## config.mk

```make
export PLATFORM = sky130hd
export DESIGN_NAME = delta3_sequencer
export DESIGN_NICKNAME = d
export VERILOG_FILES = /design/src/rtl/bp_pkg.sv /design/src/rtl/sat_accumulate.sv /design/src/rtl/delta3_sequencer.sv
export SDC_FILE = /design/constraint.sdc
export NUM_CORES = 1
export LEC_CHECK = 0
export ABC_AREA = 1
export CAP_MARGIN = 10
export CORE_ASPECT_RATIO = 0.5
export CORE_UTILIZATION = 34
export DETAILED_ROUTE_END_ITERATION = 12
export PLACE_DENSITY = 0.75
export SETUP_SLACK_MARGIN = 0.4
export SLEW_MARGIN = 25
export SYNTH_ARGS = -nofsm -noshare
export SYNTH_HDL_FRONTEND = slang
export SYNTH_SLANG_ARGS = --single-unit
export TNS_END_PERCENT = 50
```

## constraint.sdc

```tcl
create_clock -name clk -period 3.1 [get_ports clk]
set_clock_uncertainty 0.15 [all_clocks]
set_input_delay 0.31 -clock clk [delete_from_list [all_inputs] [get_ports clk]]
set_output_delay 0.31 -clock clk [all_outputs]
set_load 0.05 [all_outputs]
```

## src/rtl/bp_pkg.sv

```systemverilog
// Shared definitions for the backprop sequencers.
//   state_t          : 3-bit controller state encoding
//   DWIDTH_DEF       : default data word width
//   SAT_MAX/SAT_MIN  : signed saturation limits at the default width
package bp_pkg;

    typedef enum logic [2:0] {
        IDLE = 3'd0,
        RD_A = 3'd1,
        RD_T = 3'd2,
        CAPT = 3'd3,
        CALC = 3'd4,
        WR   = 3'd5,
        DONE = 3'd6
    } state_t;

    localparam int DWIDTH_DEF = 32;

    localparam logic [DWIDTH_DEF-1:0] SAT_MAX = {1'b0, {(DWIDTH_DEF-1){1'b1}}};
    localparam logic [DWIDTH_DEF-1:0] SAT_MIN = {1'b1, {(DWIDTH_DEF-1){1'b0}}};

endpackage

```

## src/rtl/sat_accumulate.sv

```systemverilog
// Signed saturating adder.
//   acc, add : W-bit signed operands
//   sum      : acc+add clamped to the W-bit signed range
//   ovf      : high when the clamp was applied
module sat_accumulate #(
    parameter int W = 32
) (
    input  logic [W-1:0] acc,
    input  logic [W-1:0] add,
    output logic [W-1:0] sum,
    output logic         ovf
);

    logic [W:0] ext;

    assign ext = {acc[W-1], acc} + {add[W-1], add};

    // The top two bits of the W+1-bit sum disagree exactly when the result
    // does not fit in W bits; the top bit gives the direction.
    always_comb begin
        sum = ext[W-1:0];
        ovf = 1'b0;
        if (ext[W] != ext[W-1]) begin
            ovf = 1'b1;
            sum = ext[W] ? {1'b1, {(W-1){1'b0}}} : {1'b0, {(W-1){1'b1}}};
        end
    end

endmodule

```

## src/rtl/delta3_sequencer.sv

```systemverilog
// Output-layer delta/cost sequencer. Walks k = 0..OutNeuron-1, reading a3[k]
// and t[k] from BRAM, strobing the delta3 datapath, writing delta3[k] back
// and accumulating a saturating total cost.
//   start/busy/done          : handshake with the training FSM
//   bram_addr/rd_en/wr_en/din: shared BRAM port (read data one cycle later)
//   bram_dout                : BRAM read data
//   a3, t                    : registered operands to the datapath
//   en_delta3, en_cost       : datapath register enables
//   delta3, cost             : datapath results
//   cost_sum, cost_ovf       : run total and sticky saturation flag
module delta3_sequencer
    import bp_pkg::*;
#(
    parameter int DWIDTH    = 32,
    parameter int AWIDTH    = 10,
    parameter int OutNeuron = 16,
    parameter int A3_BASE   = 0,
    parameter int T_BASE    = 16,
    parameter int D3_BASE   = 32
) (
    input  logic              clk,
    input  logic              rst_n,
    input  logic              start,
    output logic              busy,
    output logic              done,
    output logic [AWIDTH-1:0] bram_addr,
    output logic              bram_rd_en,
    input  logic [DWIDTH-1:0] bram_dout,
    output logic              bram_wr_en,
    output logic [DWIDTH-1:0] bram_din,
    output logic [DWIDTH-1:0] a3,
    output logic [DWIDTH-1:0] t,
    output logic              en_delta3,
    output logic              en_cost,
    input  logic [DWIDTH-1:0] delta3,
    input  logic [DWIDTH-1:0] cost,
    output logic [DWIDTH-1:0] cost_sum,
    output logic              cost_ovf
);

    localparam int            KW     = (OutNeuron > 1) ? $clog2(OutNeuron) : 1;
    localparam logic [KW-1:0] K_LAST = KW'(OutNeuron - 1);

    state_t            state, nxt;
    logic [KW-1:0]     k;
    logic [DWIDTH-1:0] sum_nxt;
    logic              ovf_nxt;

    sat_accumulate #(.W(DWIDTH)) u_sat (
        .acc (cost_sum),
        .add (cost),
        .sum (sum_nxt),
        .ovf (ovf_nxt)
    );

    always_ff @(posedge clk or negedge rst_n) begin
        if (!rst_n) state <= IDLE;
        else        state <= nxt;
    end

    always_ff @(posedge clk or negedge rst_n) begin
        if (!rst_n) begin
            k        <= '0;
            a3       <= '0;
            t        <= '0;
            cost_sum <= '0;
            cost_ovf <= 1'b0;
        end else begin
            case (state)
                IDLE: if (start) begin
                    k        <= '0;
                    cost_sum <= '0;
                    cost_ovf <= 1'b0;
                end
                RD_T: a3 <= bram_dout;   // a3 read issued in RD_A lands now
                CAPT: t  <= bram_dout;   // target read issued in RD_T lands now
                WR: begin
                    cost_sum <= sum_nxt;
                    if (ovf_nxt) cost_ovf <= 1'b1;
                    if (k != K_LAST) k <= k + KW'(1);
                end
                default: ;
            endcase
        end
    end

    always_comb begin
        nxt        = state;
        busy       = 1'b1;
        done       = 1'b0;
        bram_addr  = '0;
        bram_rd_en = 1'b0;
        bram_wr_en = 1'b0;
        bram_din   = '0;
        en_delta3  = 1'b0;
        en_cost    = 1'b0;
        case (state)
            IDLE: begin
                busy = 1'b0;
                if (start) nxt = RD_A;
            end
            RD_A: begin
                bram_addr  = AWIDTH'(A3_BASE) + AWIDTH'(k);
                bram_rd_en = 1'b1;
                nxt        = RD_T;
            end
            RD_T: begin
                bram_addr  = AWIDTH'(T_BASE) + AWIDTH'(k);
                bram_rd_en = 1'b1;
                nxt        = CAPT;
            end
            CAPT: nxt = CALC;
            CALC: begin
                en_delta3 = 1'b1;
                en_cost   = 1'b1;
                nxt       = WR;
            end
            WR: begin
                bram_addr  = AWIDTH'(D3_BASE) + AWIDTH'(k);
                bram_wr_en = 1'b1;
                bram_din   = delta3;
                nxt        = (k == K_LAST) ? DONE : RD_A;
            end
            DONE: begin
                done = 1'b1;
                nxt  = IDLE;
            end
            default: begin
                busy = 1'b0;
                nxt  = IDLE;
            end
        endcase
    end

endmodule

```

# ---- After elaboration in Yosys (flattened, before gate mapping)
# Cells that the tools add are included.
dict set report word_totals {
  reg_bits 104
  input_bits 99
  output_inout_bits 145
}
dict set report op_classes {
  n_mux 21
  n_eq_ne 12
  n_addsub 4
  n_reduce_logical 7
}
# cell n
set ops {}
lappend ops {{32-bit 2-to-1 mux} 4}
lappend ops {{32-bit one-hot mux with 2 select lines} 1}
lappend ops {{32-bit by 32-bit adder with 33-bit output} 1}
lappend ops {{7-bit one-hot mux with 3 select lines} 1}
lappend ops {{3-bit one-hot mux with 6 select lines} 1}
lappend ops {{3-bit equality test, second input constant} 3}
lappend ops {{1-bit 2-to-1 mux} 8}
lappend ops {{4-bit 2-to-1 mux} 2}
lappend ops {{4-bit one-hot mux with 2 select lines} 1}
lappend ops {{6-bit by 4-bit adder with 7-bit output, first input constant} 1}
lappend ops {{5-bit by 4-bit adder with 6-bit output, first input constant} 1}
lappend ops {{3-bit by 2-bit equality test with 1-bit output, second input constant} 2}
lappend ops {{3-bit 2-to-1 mux} 2}
lappend ops {{2-bit != test, second input constant} 3}
lappend ops {{3-bit AND reduction} 2}
lappend ops {{6-bit OR reduction} 1}
lappend ops {{4-bit by 1-bit adder with 4-bit output, second input constant} 1}
lappend ops {{4-bit equality test, second input constant} 1}
lappend ops {{4-bit != test, second input constant} 1}
lappend ops {{3-bit by 1-bit equality test with 1-bit output, second input constant} 1}
lappend ops {{3-bit logical NOT} 1}
lappend ops {{1-bit one-hot mux with 2 select lines} 1}
lappend ops {{2-bit AND reduction} 1}
lappend ops {{2-bit nonzero test} 1}
lappend ops {{2 further kinds} 2}

# ---- Depth between registers and ports, before layout
# Gate-level depths: netlist of the first run.
dict set report depth {
  ltp_word 5
  ltp_mapped 19
}

# ---- By module
# A second synthesis of the first run with hierarchy kept.
dict set report unflattened {
  hier_cells 1015
  hier_area_um2 7059.3
}
# mod area_each_um2 seq_area_each_um2 cells_per_inst instances
set modules_own_cells {}
lappend modules_own_cells {delta3_sequencer 4513.1 2602.5 523 1}
lappend modules_own_cells {sat_accumulate 2546.2 0.0 492 1}

# ---- Worst setup path before layout of the first run
# No wires, ideal clock.
dict set report synth_path {
  path_type {reg2out}
  startpoint {register state[2]}
  endpoint {output port bram_addr[0]}
  arrival_time_ns 2.959
  t_required_ns 2.640
  slack_ns -0.319
  path_stages_with_launch 6
  n_path_buf 0
  cell_sequence {dfrtp_1 -> nor3_1 -> nor2_1 -> inv_1 -> nor2_1 -> nor2_1}
}
dict set report synth_via {
  elab_chain_len 2
}
# element line_no
set synth_lines {}
lappend synth_lines {{from (decl)} delta3_sequencer.sv:44} ;# state_t state, nxt;
lappend synth_lines {{from (signal assigned)} delta3_sequencer.sv:58} ;# else state <= nxt;
lappend synth_lines {{3-bit equality test, or another cell as far along} delta3_sequencer.sv:97} ;# case (state)
lappend synth_lines {{7-bit one-hot mux with 3 select lines (*)} delta3_sequencer.sv:97}
lappend synth_lines {{to (decl)} delta3_sequencer.sv:26} ;# output logic [AWIDTH-1:0] bram_addr,
# Mark *: on every way between the ends. The rest lies on a longest branch, timed or not.

# ---- Final worst setup path of the first run
dict set report layout_path {
  startpoint {register state[1]}
  endpoint {output port bram_addr[5]}
}
# Same word-level chain as after synthesis.

==> results of run 1 <==
==> state kept, by name, summed over array words and instances (netlist names) <==
name      cells
a3           32
cost_sum     32
t            32
k             4
state         3
cost_ovf      1
==> power by group through the flow <==
stage	sequential [uW]	clock, uW	combinational [uW]
3_5_place_dp	2310	0	6260
5_1_grt	2370	1390	6800
6_report	2300	1290	6350
2_1_floorplan	4090	0	2420
4_1_cts	2300	1340	6280
3_3_place_gp	2290	0	6200
==> cell type report <==
| type | count | share of cell area (%) |
|---|---|---|
| flip-flops and latches | 104 | 26.8 |
| well taps | 259 | 3.34 |
| clock buffers | 9 | 2.32 |
| repair buffers | 253 | 25.4 |
| clock inverters | 7 | 1.13 |
| inverters | 144 | 5.59 |
| multi-input cells | 666 | 35.4 |
==> Yosys cell counts, types with 3 or more instances <==
cell,count
xor2_1,16
ha_1,33
inv_2,4
buf_4,6
nand3_1,35
dfrtp_1,104
nor2_1,74
o21ai_0,88
nand2_1,306
xnor2_1,5
nor3_1,11
clkbuf_1,20
buf_6,3
buf_2,3
inv_1,140
o21bai_1,9
a21oi_1,37
nand3b_1,6
nor2_2,7
nand2_2,15
nand2_4,3
==> cells by family after synthesis <==
family / count (synthesis) / synth area share (%)
flip-flops: 104 / 39.3
XOR/XNOR: 21 / 2.77
other: 1 / 0.0566
AO/OA/AOI/OAI: 140 / 11.2
multiplexers: 1 / 0.170
AND/OR/NAND/NOR: 466 / 29.3
adder cells (fa/ha/maj): 34 / 6.53
buffers and inverters: 176 / 10.7
==> timing repair <==
item	in CTS	in global routing
gates cloned	0	1
setup endpoints to repair	4	34
resized for setup	2	21
pin swaps	0	1
hold buffers	1	0
setup buffers	0	2
endpoints found under the hold margin	46	0
==> worst max-delay path by stage <==
stage                    to          from  slack, ns  depth (start not counted)
6_report       bram_addr[5]      state[1]       0.48                          5
5_1_grt         cost_sum[3]  cost_sum[25]       0.38                         15
4_1_cts        bram_addr[0]      state[0]       0.30                          7
3_5_place_dp   cost_sum[20]       cost[0]       0.14                         17
3_3_place_gp   cost_sum[24]       cost[0]       0.23                         18
2_1_floorplan  bram_din[10]      state[1]       0.37                          6
==> critical path, delay by kind of cell (launching register included) <==
family                 cells  cell delay [ns]
buffers and inverters      3             1.19
flip-flops                 1             0.40
AND/OR/NAND/NOR            2             0.23
==> stage by stage <==
step / util, % / std cells
finish: 51.8 / 1442
detailed placement: 49.3 / 1422
global placement: 49.3 / 1422
global route: 51.8 / 1442
floorplan: - / 946
CTS: 51.1 / 1439
==> routing by layer <==
layer  part of all wire, %  global-route usage, %
met5                     0                      0
met4                   1.7                   5.28
met3                   6.6                   5.42
met2                    48                   33.7
met1                    44                   24.8
==> results.ini, run 1 <==
[run_status]
status = completed

[drt]
ant_nets = 0
routedWlPerCell_um = 13.9
vias = 6640
viasPerCell = 4.60
postRouteWirelength_um = 20000
drtIter0Drc = 330
drcViolationCount = 0
firstDrtPassIters = 5

[logic_synthesis]
synth_cell_types = 32
yosysSeqAreaShare_pct = 39.3
synth.area.top_cells = dfrtp_1, nand2_1, inv_1
synth_cells = 943
yosys.area.top_type_share_pct = 39.3
synth-edff-count = 0
ys_ff_latch = 104
avgSynthCellArea_um2 = 7.03
synth_ff_type = dfrtp_1
async_flop_share_pct = 100
yosysWarningCount = 0
syn_area_mm2 = 0.00663
synth_top_area_cell = dfrtp_1

[critical_path]
crit_chain = inv_1 > nand2_1 > nor2_2 > buf_4 > clkdlybuf4s50_1
reg2reg_to = cost_sum[10]
slowest_delay_ns = 0.84
crit_type = register to output pin
crit_path_start_kind = register
cp-end-kind = output pin
r2r.worst_path.cells = 18
crit_fanout = 9
arrival_ns = 2.16
worstPathRequired_ns = 2.64
cp_slowest_cell = clkdlybuf4s50_1
reg2reg_from = cost_sum[0]
regToRegSetupSlack_ns = 0.52

[cts]
clockBufferDepth = 2
cts_root_buffer = clkbuf_16
clk_pin_slew_ns = 0.07
cts.sinks = 104
cts-htree-levels = 3
cts_tree = done
clkLatencyLatePin_ns = 0.35
cts_buffers = 9

[sta]
report.final.slew_viol_count = 0
rsz0062_at_grt = true
tns_ns = 0
hold_viol_final = 0
setup_violations = 0
hold-worst-slack_ns = 0.338
period_needed_ns = 2.62
fin_crit_sh_pct = 84.4
max_freq_mhz = 382
worstMarginPinSlew_ns = 0.610
slew_headroom_pct = 59.3
layout_setup_ws_ns = 0.484

[floorplanning]
coreArea_mm2 = 0.0187
fp.dieH_um = 101
die_w_um = 199
start_util_pct = 35.4
num_rows = 35
ioPinCount = 244
die_area_mm2 = 0.0201

[power_and_ir_drop]
ir_drop_v = 0.000763
p_sw_share_pct = 52.7
switchingPower_uw = 5240
pwr-share-clk_pct = 13.0
p_comb_share_pct = 63.8
finalPower_uw = 9940
power_frac_seq_pct = 23.1
internal_power_uw = 4700
pwr_density_cell_mw_per_mm2 = 1020
p_leak_uw = 0.00507

[layout]
stdcell_area_mm2 = 0.00972
nNetsFinal = 1311
ff_latch_area_mm2 = 0.00260
final_common_cell = nand2_1
layout-drive-gt1-share_pct = 9.89
diodes = 0
fillCellCount = 1800
multi_input_area_mm2 = 0.00344
area_delta_synth_final_pct = 46.6
final_cell_mix = nand2_1, clkdlybuf4s50_1, inv_1, dfrtp_1, o21ai_0

[min_path]
hp-class = register to register
min_to = a3[1]
hold_path_depth = 2
min_from = a3[1]

[grt]
grt_pass1_wl_um = 31500
grt_max_degree = 66
grt_antenna_before_repair = 0
grt_overflow_total = 0
grt_usage_pct = 19.8
grt_pass1_vias = 6403

[placement]
port_buffers = 239
place_area_mm2 = 0.00924
place.gp.congestion = 0.937
dp_slack_ns = 0.145
dp_hpwl_um = 15200

[job]
max_cap_violations = 0

Note: power is estimated with default switching activity, not from simulation.
==> run 2, diff against run 1 <==
==> constraint.sdc (replaced) <==
create_clock -name clk -period 2.6 [get_ports clk]
set_clock_uncertainty 0.15 [all_clocks]
set_input_delay 0.26 -clock clk [delete_from_list [all_inputs] [get_ports clk]]
set_output_delay 0.26 -clock clk [all_outputs]
set_load 0.05 [all_outputs]
==> run 2 against run 1 <==
Via count up 7.7%. Combinational power rose by 39%. Clock-buffer cell count unchanged. Core utilization rose by 9.2 points. Global-route usage grew 2.3 points. First-iteration DRC count rose by 11%. Setup slack worse by 0.39 ns. Critical path type is now register to register.
==> results.ini, run 2 (same netlist as run 1, synthesis figures left out) <==
[drt]
postRouteWirelength_um = 22300
drtIter0Drc = 366
firstDrtPassIters = 6
viasPerCell = 4.66
drcViolationCount = 0
vias = 7148
ant_nets = 0
routedWlPerCell_um = 14.6

[sta]
report.final.slew_viol_count = 0
period_needed_ns = 2.51
setup_violations = 0
tns_ns = 0
max_freq_mhz = 399
hold_viol_final = 0
fin_crit_sh_pct = 96.5
worstMarginPinSlew_ns = 0.555
rsz0062_at_grt = true
slew_headroom_pct = 62.9

[placement]
place.gp.congestion = 0.940
dp.cells = 1507
dp_hpwl_um = 16900
port_buffers = 239

[power_and_ir_drop]
p_sw_share_pct = 51.8
p_comb_share_pct = 68.1
internal_power_uw = 6250
p_leak_uw = 0.00558
pwr-share-clk_pct = 10.3
switchingPower_uw = 6710
pwr_density_cell_mw_per_mm2 = 1130
ir_drop_v = 0.000857
power_frac_seq_pct = 21.6

[layout]
top_regs = a3: 32 flops, cost_sum: 32 flops, t: 32 flops
final_cell_mix = nand2_1, clkdlybuf4s50_1, inv_1, buf_4, dfrtp_1
fin_util_pct = 61.0
layout-drive-gt1-share_pct = 24.3
nNetsFinal = 1405
fin_cells = 1535
final_common_cell = nand2_1
diodes = 0
area_delta_synth_final_pct = 72.6

[cts]
cts.sinks = 104
cts-htree-levels = 3
cts_root_buffer = clkbuf_16
clockBufferDepth = 2
cts_buffers = 9
clkLatencyLatePin_ns = 0.35
cts_tree = done
clk_pin_slew_ns = 0.08

[min_path]
hp-class = primary input to async pin

[critical_path]
reg2reg_from = cost_sum[16]
cp_slowest_cell = dfrtp_2
reg2reg_to = cost_sum[19]
crit_type = register to register
crit_fanout = 17
crit_path_start_kind = register
cp-end-kind = register
arrival_ns = 2.59
worstPathRequired_ns = 2.69
r2r.worst_path.cells = 13
crit_chain = ha_4 > nand2_1 > nor2_2 > nand2_2 > nor3b_4 > nand2_4 > buf_4 > nand3_1 > nand2_2 > nand2_4 > nand2_8 > o21ai_1 > nand2_1
slowest_delay_ns = 0.45
regToRegSetupSlack_ns = 0.09

[floorplanning]
start_util_pct = 35.4
die_w_um = 199
ioPinCount = 244
fp.dieH_um = 101
coreArea_mm2 = 0.0187
num_rows = 35
die_area_mm2 = 0.0201

[grt]
grt_pass1_vias = 7135
grt_antenna_before_repair = 0
grt_overflow_total = 0
grt_max_degree = 66
grt_pass1_wl_um = 35000
grt_usage_pct = 22.1

[run_status]
status = completed

[job]
max_cap_violations = 0

[run 2: cell types whose count changed in the layout (fill, tap and decap cells not counted), sizes merged]
| cell | delta |
|---|---|
| clkbuf | +1 |
| dlygate4sd2 | -1 |
| bufinv | -2 |
| clkdlybuf4s15 | +2 |
| clkinvlp | +1 |
| buf | +99 |
| dlymetal6s2s | -2 |
| clkdlybuf4s50 | -5 |
[run 2: what timing repair did]
action,4_1_cts,5_1_grt
gates resized for setup,34,58
pin swaps,1,15
setup buffers,4,6
gates cloned,0,2
hold buffers,1,0
endpoints found under the setup margin,58,65
hold endpoints to repair,28,0
[run 2: power groups by stage]
stage,logic (uW),clock network [uW],registers [uW]
CTS,8530,1360,2780
global placement,8230,0,2750
detailed placement,8350,0,2790
global route,9420,1430,2890
finish,8830,1330,2800
floorplan,3020,0,4900
[run 2: final cells by class]
class / count / area (um^2)
clock buffer: 9 / 225
clock inverter: 6 / 51.3
fill: 1635 / 7300
inverter: 144 / 548
multi-input combinational: 666 / 4080
sequential: 104 / 2620
tap: 259 / 324
timing repair buffer: 347 / 3590
[run 2: worst max-delay path, delay by kind of cell (launching register included)]
kind	cells	cell delay, ns
buffers and inverters	1	0.14
AOI/OAI and AO/OA	1	0.16
DFF	1	0.45
adders and majority gates	1	0.31
and+or+nand+nor	10	1.16
[run 2: through the flow]
| step | area [um^2] | hold WS [ns] | power (uW) | setup slack (ns) |
|---|---|---|---|---|
| after floorplan | 6950 | -0.186 | 7920 | 0.115 |
| after global placement | 10500 | 0.0642 | 11000 | -0.124 |
| after detailed placement | 10500 | 0.0744 | 11100 | -0.208 |
| after CTS | 11000 | 0.242 | 12700 | 0.109 |
| after global routing | 11400 | 0.278 | 13700 | -0.00393 |
| final | 11400 | 0.233 | 13000 | 0.0915 |
[run 2: layer usage]
metal / wire length [um] / part of all wire [%] / GRT usage, %
met5: 0 / 0 / 0
met4: 499 / 2.2 / 5.99
met3: 1110 / 5.0 / 4.35
met2: 11300 / 51 / 39.6
met1: 9400 / 42 / 27.1
[run 2: how the worst max path moves through the flow]
stage | slack [ns] | startpoint | to | cells after the start
6_report | 0.09 | cost_sum[16] | cost_sum[19] | 13
5_1_grt | -0.004 | cost_sum[16] | cost_sum[21] | 14
4_1_cts | 0.11 | cost_sum[0] | cost_sum[15] | 18
3_5_place_dp | -0.21 | cost[21] | cost_sum[3] | 14
3_3_place_gp | -0.12 | cost[22] | cost_sum[11] | 14
2_1_floorplan | 0.11 | cost_sum[0] | cost_sum[24] | 18
==> run 3, diff against run 2 <==
--- a/config.mk
+++ b/config.mk
@@ -5,12 +5,12 @@
 export SDC_FILE = /design/constraint.sdc
 export NUM_CORES = 1
 export LEC_CHECK = 0
-export ABC_AREA = 1
+export ABC_CLOCK_PERIOD_IN_PS = 2600
 export CAP_MARGIN = 10
 export CORE_ASPECT_RATIO = 0.5
 export CORE_UTILIZATION = 34
 export DETAILED_ROUTE_END_ITERATION = 12
-export PLACE_DENSITY = 0.75
+export PLACE_DENSITY = 0.76
 export SETUP_SLACK_MARGIN = 0.4
 export SLEW_MARGIN = 25
 export SYNTH_ARGS = -nofsm -noshare
==> run 3 against run 2 <==
The flow now finishes with violations (negative setup slack). Register-to-register slack worse by 0.39 ns. Non-clock buffer count increased by 60. Combinational power up 9.1%. Core utilization is 3.0 points higher. Clock power is 13% higher.
==> results.ini, run 3 <==
[sta]
hold-worst-slack_ns = 0.266
tns_ns = -8.43
max_freq_mhz = 344
rsz0062_at_grt = true
fin_crit_sh_pct = 112
worstMarginPinSlew_ns = 0.545
setup_violations = 33
hold_viol_final = 0
period_needed_ns = 2.90
slew_headroom_pct = 63.6
report.final.slew_viol_count = 0
layout_setup_ws_ns = -0.303

[logic_synthesis]
synth_ff_type = dfrtp_1
ys_ff_latch = 104
avgSynthCellArea_um2 = 10.2
synth_common_cells = dfrtp_1, nand2_1, mux2_2, a21oi_1, and2_1
async_flop_share_pct = 100
yosysSeqAreaShare_pct = 41.6
synth_cell_types = 64
syn_area_mm2 = 0.00626
synth_top_area_cell = dfrtp_1
synth-edff-count = 0
yosys.area.top_type_share_pct = 41.6
synth.most_common_cell = dfrtp_1
synth.area.top_cells = dfrtp_1, mux2_2, ha_1
yosysWarningCount = 0
synth_cells = 612

[drt]
vias = 6382
ant_nets = 0
firstDrtPassIters = 5
drcViolationCount = 0
postRouteWirelength_um = 22200
drtIter0Drc = 313
routedWlPerCell_um = 17.9
viasPerCell = 5.16

[critical_path]
cp_slowest_cell = a221oi_4
arrival_ns = 3.02
crit_type = register to register
crit_chain = ha_1 > buf_4 > nand2_1 > nor2_1 > nand3_4 > a21oi_4 > nand2b_1 > a221oi_4 > o21ai_4 > buf_6 > buf_12 > o211ai_1
crit_fanout = 8
slowest_delay_ns = 0.45
crit_path_start_kind = register
cp-end-kind = register
worstPathRequired_ns = 2.71

[floorplanning]
ioPinCount = 244
die_w_um = 194
die_area_mm2 = 0.0190
coreArea_mm2 = 0.0177
start_util_pct = 35.4
num_rows = 34
fp.dieH_um = 97.9

[layout]
layout-drive-gt1-share_pct = 41.0
nNetsFinal = 1132
stdcell_area_mm2 = 0.0113
top_regs = a3: 32 flops, cost_sum: 32 flops, t: 32 flops
area_delta_synth_final_pct = 81.2
diodes = 0
final_cell_mix = clkdlybuf4s50_1, buf_4, dfrtp_1, nand2_1, mux2_2
final_common_cell = clkdlybuf4s50_1
fillCellCount = 1286
fin_cells = 1238

[cts]
clk_pin_slew_ns = 0.08
clockBufferDepth = 2
cts.sinks = 104
clkLatencyLatePin_ns = 0.36
cts_root_buffer = clkbuf_16
cts-htree-levels = 3
cts_buffers = 9
cts_tree = done

[placement]
dp.cells = 1191
dp_slack_ns = -0.590
place.gp.congestion = 0.909
place_area_mm2 = 0.0104
port_buffers = 239
dp_hpwl_um = 15300

[grt]
grt_usage_pct = 22.6
grt_overflow_total = 0
grt_pass1_wl_um = 34400
grt_pass1_vias = 6572
grt_antenna_before_repair = 0
grt_max_degree = 51

[run_status]
status = finished with violations
failed_checks = negative setup slack

[power_and_ir_drop]
p_leak_uw = 0.00494
ir_drop_v = 0.000909
pwr_density_cell_mw_per_mm2 = 1230

[min_path]
hp-class = primary input to async pin

[job]
max_cap_violations = 0

[run 3: changes by cell type in the layout (fill, tap and decap cells not counted), moves of 22 or more]
| cell | change |
|---|---|
| mux2_2 | +63 |
| nand2_2 | -28 |
| o211ai_1 | +22 |
| buf_4 | +49 |
| nand2_1 | -219 |
| o21ai_0 | -50 |
| inv_1 | -128 |
| nor2_4 | -32 |
| and2_4 | +33 |
[run 3: worst paths after layout]
kind,startpoint,to,cells after the start,slack [ns]
hold reg to reg,t[14],t[14],1,0.36
hold / removal,rst_n,t[11],2,0.27
setup reg to reg,cost_sum[10],cost_sum[15],12,-0.30
max in group asynchronous,rst_n,cost_sum[24],3,1.30
setup / recovery,cost_sum[10],cost_sum[15],12,-0.30
min in group clk,t[14],t[14],1,0.36
[run 3: per-layer routing]
layer  part of all wire (%)  wire, um  track usage [%]
met1                     42      9340             27.5
met2                     50     11100             40.1
met3                    5.5      1210             5.35
met4                    2.5       550             6.04
met5                      0         0                0
[run 3: power breakdown]
group	total (uW)	internal, uW	switching, uW	leakage (uW)
Clock	1500	778	726	0.000157
Sequential	2770	2340	430	0.00125
Combinational	9630	4130	5500	0.00353
[run 3: what timing repair did]
action,CTS,global route
setup endpoints to repair,75,72
hold buffers,1,0
pin swaps,28,21
resized for setup,81,26
gates cloned,3,2
endpoints found under the hold margin,35,0
setup buffers,16,9
[run 3: cell type report]
| type | count | area (um^2) | share of cell area, % |
|---|---|---|---|
| repair buffers | 407 | 4180 | 36.9 |
| multi-input cells | 465 | 3860 | 34.0 |
| flip-flops and latches | 104 | 2630 | 23.2 |
| well taps | 234 | 293 | 2.58 |
| clock buffers | 9 | 225 | 1.99 |
| clock inverters | 7 | 97.6 | 0.861 |
| inverters | 12 | 52.6 | 0.463 |
[run 3: stage by stage]
| stage | total power, uW | util [%] |
|---|---|---|
| floorplan | 8170 | - |
| global route | 14600 | 64.1 |
| CTS | 13700 | 63.0 |
| detailed placement | 11600 | 58.6 |
| global placement | 11400 | 58.6 |
| finish | 13900 | 64.1 |
[run 3: worst max-delay path, delay by kind of cell (launching register included)]
kind,cells,cell delay (ns)
and+or+nand+nor,4,0.59
adders and majority gates,1,0.31
buffers and inverters,3,0.40
DFF,1,0.42
AOI/OAI and AO/OA,4,0.95
[run 3: logic make-up (layout without fill, tap and decap cells)]
group | Yosys count | count (layout) | synth area share, %
xor+xnor | 26 | 26 | 3.94
buf+inv | 46 | 435 | 3.66
other cells | 1 | 4 | 0.0599
simple gates | 189 | 189 | 15.4
flops | 104 | 104 | 41.6
mux | 64 | 64 | 11.5
fa+ha+maj | 35 | 35 | 7.08
compound gates | 147 | 147 | 16.7
